==> config.mk <==
export PLATFORM = sky130hd
export DESIGN_NAME = axis_rr_arbiter
export DESIGN_NICKNAME = d
export VERILOG_FILES = /design/src/rtl/axis_rr_arbiter_pkg.sv /design/src/rtl/axis_rr_arbiter_pick.sv /design/src/rtl/axis_rr_arbiter.sv
export SDC_FILE = /design/constraint.sdc
export NUM_CORES = 1
export LEC_CHECK = 0
export CORE_AREA = 2 2 93 95
export DETAILED_ROUTE_END_ITERATION = 10
export DIE_AREA = 0 0 95 97
export HOLD_SLACK_MARGIN = 0.12
export PLACE_DENSITY = 0.8
export SYNTH_ARGS = -nofsm -noshare
export SYNTH_HDL_FRONTEND = slang
export SYNTH_SLANG_ARGS = --single-unit
==> constraint.sdc <==
create_clock -name ACLK -period 3.5 [get_ports ACLK]
set_input_delay 0.35 -clock ACLK [delete_from_list [all_inputs] [get_ports ACLK]]
set_output_delay 0.35 -clock ACLK [all_outputs]
set_load 0.02 [all_outputs]
==> src/rtl/axis_rr_arbiter_pkg.sv <==
// ---------------------------------------------------------------------------
// axis_arb_pkg
// Shared types and helpers for the AXI4-Stream round-robin arbiter.
//   state_t  : arbiter FSM states (ST_IDLE, ST_BUSY)
//   pick_t   : result of a round-robin scan (valid flag + winning index)
//   ptr_w()  : width of the last-served pointer for a given input count
//   rr_pick(): rotate-priority scan starting one past the last-served input
// ---------------------------------------------------------------------------
package axis_arb_pkg;

    localparam int NS_MAX    = 16;
    localparam int PTR_W_MAX = $clog2(NS_MAX);

    typedef enum logic {
        ST_IDLE = 1'b0,
        ST_BUSY = 1'b1
    } state_t;

    typedef struct packed {
        logic                 valid;
        logic [PTR_W_MAX-1:0] idx;
    } pick_t;

    // Pointer width, clog2(ns), never narrower than one bit.
    function automatic int ptr_w(input int ns);
        return (ns < 2) ? 1 : $clog2(ns);
    endfunction

    // Scan req starting at (last+1) mod ns and wrapping; first hit wins.
    // Vectors are sized for the largest supported arbiter; only the low
    // ns bits of req are considered.
    function automatic pick_t rr_pick(input logic [NS_MAX-1:0]    req,
                                      input int unsigned          ns,
                                      input logic [PTR_W_MAX-1:0] last);
        pick_t       r;
        int unsigned cand;
        r = '0;
        for (int unsigned k = 1; k <= NS_MAX; k++) begin
            // last < ns and k <= ns, so one conditional subtract is a modulo
            cand = 32'(last) + k;
            if (cand >= ns) begin
                cand = cand - ns;
            end
            if ((k <= ns) && !r.valid && req[PTR_W_MAX'(cand)]) begin
                r.valid = 1'b1;
                r.idx   = PTR_W_MAX'(cand);
            end
        end
        return r;
    endfunction

endpackage

==> src/rtl/axis_rr_arbiter_pick.sv <==
// ---------------------------------------------------------------------------
// rr_pick_core
// Combinational rotate-priority encoder plus the last-served pointer.
// The pointer resets to NS-1 so input 0 has top priority after reset, and
// moves to the winner whenever i_update is asserted with a valid pick.
//   i_clk, i_rst : clock, synchronous active-high reset
//   i_req        : per-input request vector
//   i_update     : commit the current pick as the last-served input
//   o_valid      : at least one request present
//   o_idx        : winning input index
// ---------------------------------------------------------------------------
import axis_arb_pkg::*;

module rr_pick_core #(
    parameter  int NS = 4,
    localparam int PW = ptr_w(NS)
) (
    input  logic          i_clk,
    input  logic          i_rst,
    input  logic [NS-1:0] i_req,
    input  logic          i_update,
    output logic          o_valid,
    output logic [PW-1:0] o_idx
);

    logic [PW-1:0]        r_last;
    logic [NS_MAX-1:0]    w_req_ext;
    logic [PTR_W_MAX-1:0] w_last_ext;
    pick_t                w_pick;

    always_comb begin
        w_req_ext          = '0;
        w_req_ext[NS-1:0]  = i_req;
        w_last_ext         = PTR_W_MAX'(r_last);
        w_pick             = rr_pick(w_req_ext, NS, w_last_ext);
    end

    assign o_valid = w_pick.valid;
    assign o_idx   = PW'(w_pick.idx);

    always_ff @(posedge i_clk) begin
        if (i_rst) begin
            r_last <= PW'(NS - 1);
        end else if (i_update && w_pick.valid) begin
            r_last <= o_idx;
        end
    end

endmodule

==> src/rtl/axis_rr_arbiter.sv <==
// ---------------------------------------------------------------------------
// axis_rr_arbiter
// Packet-level round-robin merge of NS AXI4-Stream sources onto one sink.
// A grant is taken in IDLE and held until the granted source completes a
// TLAST beat, so packets never interleave. One dead (IDLE) cycle separates
// consecutive packets; no data is buffered.
//
// Handshake: a beat moves on a rising edge when the granted S_TVALID and
// M_TREADY are both high. While BUSY the granted source sees M_TREADY
// directly on its S_TREADY and the sink sees that source's TVALID/sideband
// combinationally; every other S_TREADY is held low. In IDLE all S_TREADY,
// M_TVALID and M_T* outputs are zero.
//
// Ports:
//   ACLK, ARESET         clock, synchronous active-high reset
//   S_T*                 packed per-source AXI4-Stream inputs (slice k)
//   M_T*                 merged AXI4-Stream output
//   GRANT                one-hot current grant, zero when idle
//   BUSY                 packet in flight
//   o_dbg_state          FSM state (0 = IDLE, 1 = BUSY)
// ---------------------------------------------------------------------------
import axis_arb_pkg::*;

module axis_rr_arbiter #(
    parameter int NS = 4,
    parameter int N  = 4,
    parameter int I  = 1,
    parameter int D  = 1,
    parameter int U  = 1
) (
    input  logic              ACLK,
    input  logic              ARESET,
    input  logic [NS-1:0]     S_TVALID,
    output logic [NS-1:0]     S_TREADY,
    input  logic [NS*8*N-1:0] S_TDATA,
    input  logic [NS*N-1:0]   S_TSTRB,
    input  logic [NS*N-1:0]   S_TKEEP,
    input  logic [NS-1:0]     S_TLAST,
    input  logic [NS*I-1:0]   S_TID,
    input  logic [NS*D-1:0]   S_TDEST,
    input  logic [NS*U-1:0]   S_TUSER,
    output logic              M_TVALID,
    input  logic              M_TREADY,
    output logic [8*N-1:0]    M_TDATA,
    output logic [N-1:0]      M_TSTRB,
    output logic [N-1:0]      M_TKEEP,
    output logic              M_TLAST,
    output logic [I-1:0]      M_TID,
    output logic [D-1:0]      M_TDEST,
    output logic [U-1:0]      M_TUSER,
    output logic [NS-1:0]     GRANT,
    output logic              BUSY,
    output logic              o_dbg_state
);

    localparam int PW = ptr_w(NS);

    state_t        r_state;
    logic [NS-1:0] r_grant;
    logic          r_busy;

    logic          w_take;
    logic          w_pick_valid;
    logic [PW-1:0] w_pick_idx;
    logic          w_beat;

    // The pointer only advances when IDLE actually commits a grant.
    assign w_take = (r_state == ST_IDLE);

    rr_pick_core #(
        .NS (NS)
    ) u_pick (
        .i_clk    (ACLK),
        .i_rst    (ARESET),
        .i_req    (S_TVALID),
        .i_update (w_take),
        .o_valid  (w_pick_valid),
        .o_idx    (w_pick_idx)
    );

    assign w_beat = M_TVALID & M_TREADY;

    always_ff @(posedge ACLK) begin
        if (ARESET) begin
            r_state <= ST_IDLE;
            r_grant <= '0;
            r_busy  <= 1'b0;
        end else begin
            case (r_state)
                ST_IDLE: begin
                    if (w_pick_valid) begin
                        r_state <= ST_BUSY;
                        r_grant <= NS'(1) << w_pick_idx;
                        r_busy  <= 1'b1;
                    end
                end
                ST_BUSY: begin
                    if (w_beat && M_TLAST) begin
                        r_state <= ST_IDLE;
                        r_grant <= '0;
                        r_busy  <= 1'b0;
                    end
                end
                default: begin
                    r_state <= ST_IDLE;
                    r_grant <= '0;
                    r_busy  <= 1'b0;
                end
            endcase
        end
    end

    // One-hot AND-OR mux: a zero grant in IDLE forces every output low.
    always_comb begin
        M_TDATA = '0;
        M_TSTRB = '0;
        M_TKEEP = '0;
        M_TID   = '0;
        M_TDEST = '0;
        M_TUSER = '0;
        for (int k = 0; k < NS; k++) begin
            if (r_grant[k]) begin
                M_TDATA = M_TDATA | S_TDATA[k*8*N +: 8*N];
                M_TSTRB = M_TSTRB | S_TSTRB[k*N +: N];
                M_TKEEP = M_TKEEP | S_TKEEP[k*N +: N];
                M_TID   = M_TID   | S_TID[k*I +: I];
                M_TDEST = M_TDEST | S_TDEST[k*D +: D];
                M_TUSER = M_TUSER | S_TUSER[k*U +: U];
            end
        end
    end

    assign M_TVALID    = |(r_grant & S_TVALID);
    assign M_TLAST     = |(r_grant & S_TLAST);
    assign S_TREADY    = r_grant & {NS{M_TREADY}};
    assign GRANT       = r_grant;
    assign BUSY        = r_busy;
    assign o_dbg_state = r_state;

endmodule

==> reports/qor.csv, run 1 <==
stage;metric;value;unit
placement;dp_hpwl;8070;um
finish;final_area;4160;um2
clocking;cts_resized;0;
floorplan;ioPinCount;238;
clocking;post_cts_buffers;0;
power_and_ir_drop;ir_drop;557;uV
placement;port_buffers;237;
clocking;cts_root_buffer;clkbuf_8;
power_and_ir_drop;p_int;1610;uW
timing;period_minus_slack;3.26;ns
worst_setup_path;cp.arrival;3.41;ns
floorplan;dieArea;9220;um2
route;finalWirelength;10200;um
clocking;cts_tree;yes;
logic_synthesis;synthArstFlopShare;0;
grt;grt_pass1_vias;2927;
route;post-route-drc-count;0;
job;maxCapViolations;0;
grt;antenna_found_initial;0;
route;drtAntennaViolNets;0;
floorplan;start_util;0.205;
clocking;numCtsBuffers;3;
worst_setup_path;worstSetupPathType;reg2reg;
run_status;outcome;completed;
clocking;clk_path_buf_depth;2;
power_and_ir_drop;power.net_switching;1670;uW
power_and_ir_drop;p_seq_frac;0.091;
logic_synthesis;synthFlopType;dfxtp_1;
grt;grt_overflow;0;
worst_setup_path;critPathMaxFanout;14;
finish;fin_util;0.511;
finish;syn2layout_area_growth;149;%
floorplan;core;8130;um2
power_and_ir_drop;power_frac_clock;0.034;
placement;placed_cell_area;4110;um2
finish;drive_above_1_share;0.0588;
finish;fillers;767;
finish;nets;649;
logic_synthesis;yosys.cell_types.count;41;
floorplan;rows;33;
timing;slew_headroom;0.651;
power_and_ir_drop;power;3280;uW
power_and_ir_drop;p_leak;0.00164;uW
timing;tns;0;ns
timing;rsz0062_at_grt;false;
timing;setup_viol;0;
timing;worstMarginPinSlew;0.523;ns
clocking;path_clk_slew;0.04;ns
grt;grtUsageTotal;0.204;
floorplan;die_height;97;um
finish;final_cell_mix;clkdlybuf4s50_1, a22oi_1, nand2_1;
timing;post-route-period-util;0.930;
clocking;htree_levels;1;
timing;drv_slew;0;
logic_synthesis;yosysWarnings;0;
timing;clock_skew;0.00202;ns
clocking;cts.sinks;8;
route;firstDrtPassIters;4;
logic_synthesis;yosysSeqAreaShare;0.0960;
worst_setup_path;required;3.66;ns
logic_synthesis;synth-edff-count;0;
grt;grt_pass1_wl;15200;um
route;drt-wirelength-per-cell;18.1;um
floorplan;die_x;95;um
hold_path;hp-class;reg2reg;
timing;finalHoldViolations;0;
finish;mostFrequentLayoutCell;clkdlybuf4s50_1;
grt;grt_max_degree;32;
timing;fmax;0.307;GHz
logic_synthesis;avgSynthCellArea;7.04;um2
placement;gp_congestion;0.881;
route;via_per_inst;5.15;
logic_synthesis;synth_area;1670;um2
worst_setup_path;cp-end-kind;flip-flop;
finish;diodes;0;
logic_synthesis;syn_nets;425;
worst_setup_path;start_kind;flip-flop;
clocking;hold_buffers;0;
clocking;insertion_delay;0.23;ns
logic_synthesis;syn_inst;237;
route;num_vias;2904;
logic_synthesis;ys_ff_latch;8;
power_and_ir_drop;switching_share;0.509;
power_and_ir_drop;pwr-share-comb;0.875;
power_and_ir_drop;p_per_area;789;nW/um2
route;dr.first_iter.drc_count;143;
[path summary, 6_finish.rpt]
check | startpoint | end | slack (ns) | cells after the start
setup / recovery | u_pick.r_last[0]$_SDFFE_PP1P_ | GRANT[2]$_SDFFE_PP0P_ | 0.24 | 9
hold / removal | BUSY$_SDFFE_PP0P_ | BUSY$_SDFFE_PP0P_ | 0.51 | 2
setup reg to reg | u_pick.r_last[0]$_SDFFE_PP1P_ | GRANT[2]$_SDFFE_PP0P_ | 0.24 | 9
hold reg to reg | BUSY$_SDFFE_PP0P_ | BUSY$_SDFFE_PP0P_ | 0.51 | 2
[critical path, cell delays in order (launching register included)]
cell and delay, ns:
dfxtp_1 0.64, inv_1 0.16, ha_1 0.50, mux2_2 0.37
a22o_1 0.22, nor4b_4 0.45, a221o_2 0.28, nand2_2 0.08
or3b_1 0.37, a21oi_2 0.11
[metal layers]
layer	up-vias	GRT usage	wire length (um)
met5	-	0	0
met1	1347	0.239	3900
li1	1376	-	-
met4	0	0.0502	211
met2	161	0.372	5170
met3	20	0.0397	955
[power groups by stage]
stage / Combinational, uW / Sequential, uW / Clock [uW]
6_report: 2870 / 298 / 111
5_1_grt: 3070 / 313 / 116
4_1_cts: 2870 / 297 / 112
3_5_place_dp: 2850 / 301 / 0
3_3_place_gp: 2810 / 299 / 0
2_1_floorplan: 1650 / 195 / 0
[cells by family after synthesis]
family	count (synthesis)	share of synthesized area
flops	8	0.0959
compound gates	112	0.508
fa+ha+maj	5	0.0375
mux	8	0.0667
buf+inv	27	0.0697
simple gates	77	0.223
[stage by stage]
stage | instances | setup WS (ns) | hold slack [ns]
3_5_place_dp | 561 | 0.342 | 0.494
2_1_floorplan | 237 | 0.785 | 0.547
6_report | 564 | 0.245 | 0.511
5_1_grt | 564 | 0.100 | 0.514
4_1_cts | 564 | 0.319 | 0.502
3_3_place_gp | 561 | 0.465 | 0.467
[layout make-up]
type | count | area, um2 | area share
Sequential cell | 8 | 165 | 0.0397
Clock buffer | 3 | 41.3 | 0.00994
Timing Repair Buffer | 242 | 2410 | 0.580
Multi-Input combinational cell | 202 | 1390 | 0.335
Inverter | 4 | 15.0 | 0.00361
Tap cell | 105 | 131 | 0.0316
[state kept, by name (all words and copies together), names as in the netlist]
signal	flops
GRANT	4
BUSY	1
o_dbg_state	1
u_pick.r_last	2
[synthesized netlist by cell type (2+ instances only)]
cell type  instances  area (um2)
a22oi_1           91         683
nand2_1           51         191
clkbuf_1          13        48.8
buf_1              8        30.0
dfxtp_1            8         160
a21oi_1            7        35.0
ha_1               5        62.6
nor2_1             5        18.8
and2_1             4        25.0
inv_1              4        15.0
mux2_2             3        33.8
nor2b_1            3        18.8
buf_6              2        22.5
mux2_4             2        30.0
nand2b_1           2        12.5
nand3_1            2        10.0
nor3_1             2        10.0
o21ai_0            2        10.0
(Power assumes the default switching activity.)
==> inputs of run 2 (changes only) <==
--- a/config.mk
+++ b/config.mk
@@ -5,6 +5,7 @@
 export SDC_FILE = /design/constraint.sdc
 export NUM_CORES = 1
 export LEC_CHECK = 0
+export CAP_MARGIN = 5
 export CORE_AREA = 2 2 93 95
 export DETAILED_ROUTE_END_ITERATION = 10
 export DIE_AREA = 0 0 95 97
==> results of run 2 <==
Final layout, timing and power as in run 1 (identical DEF).
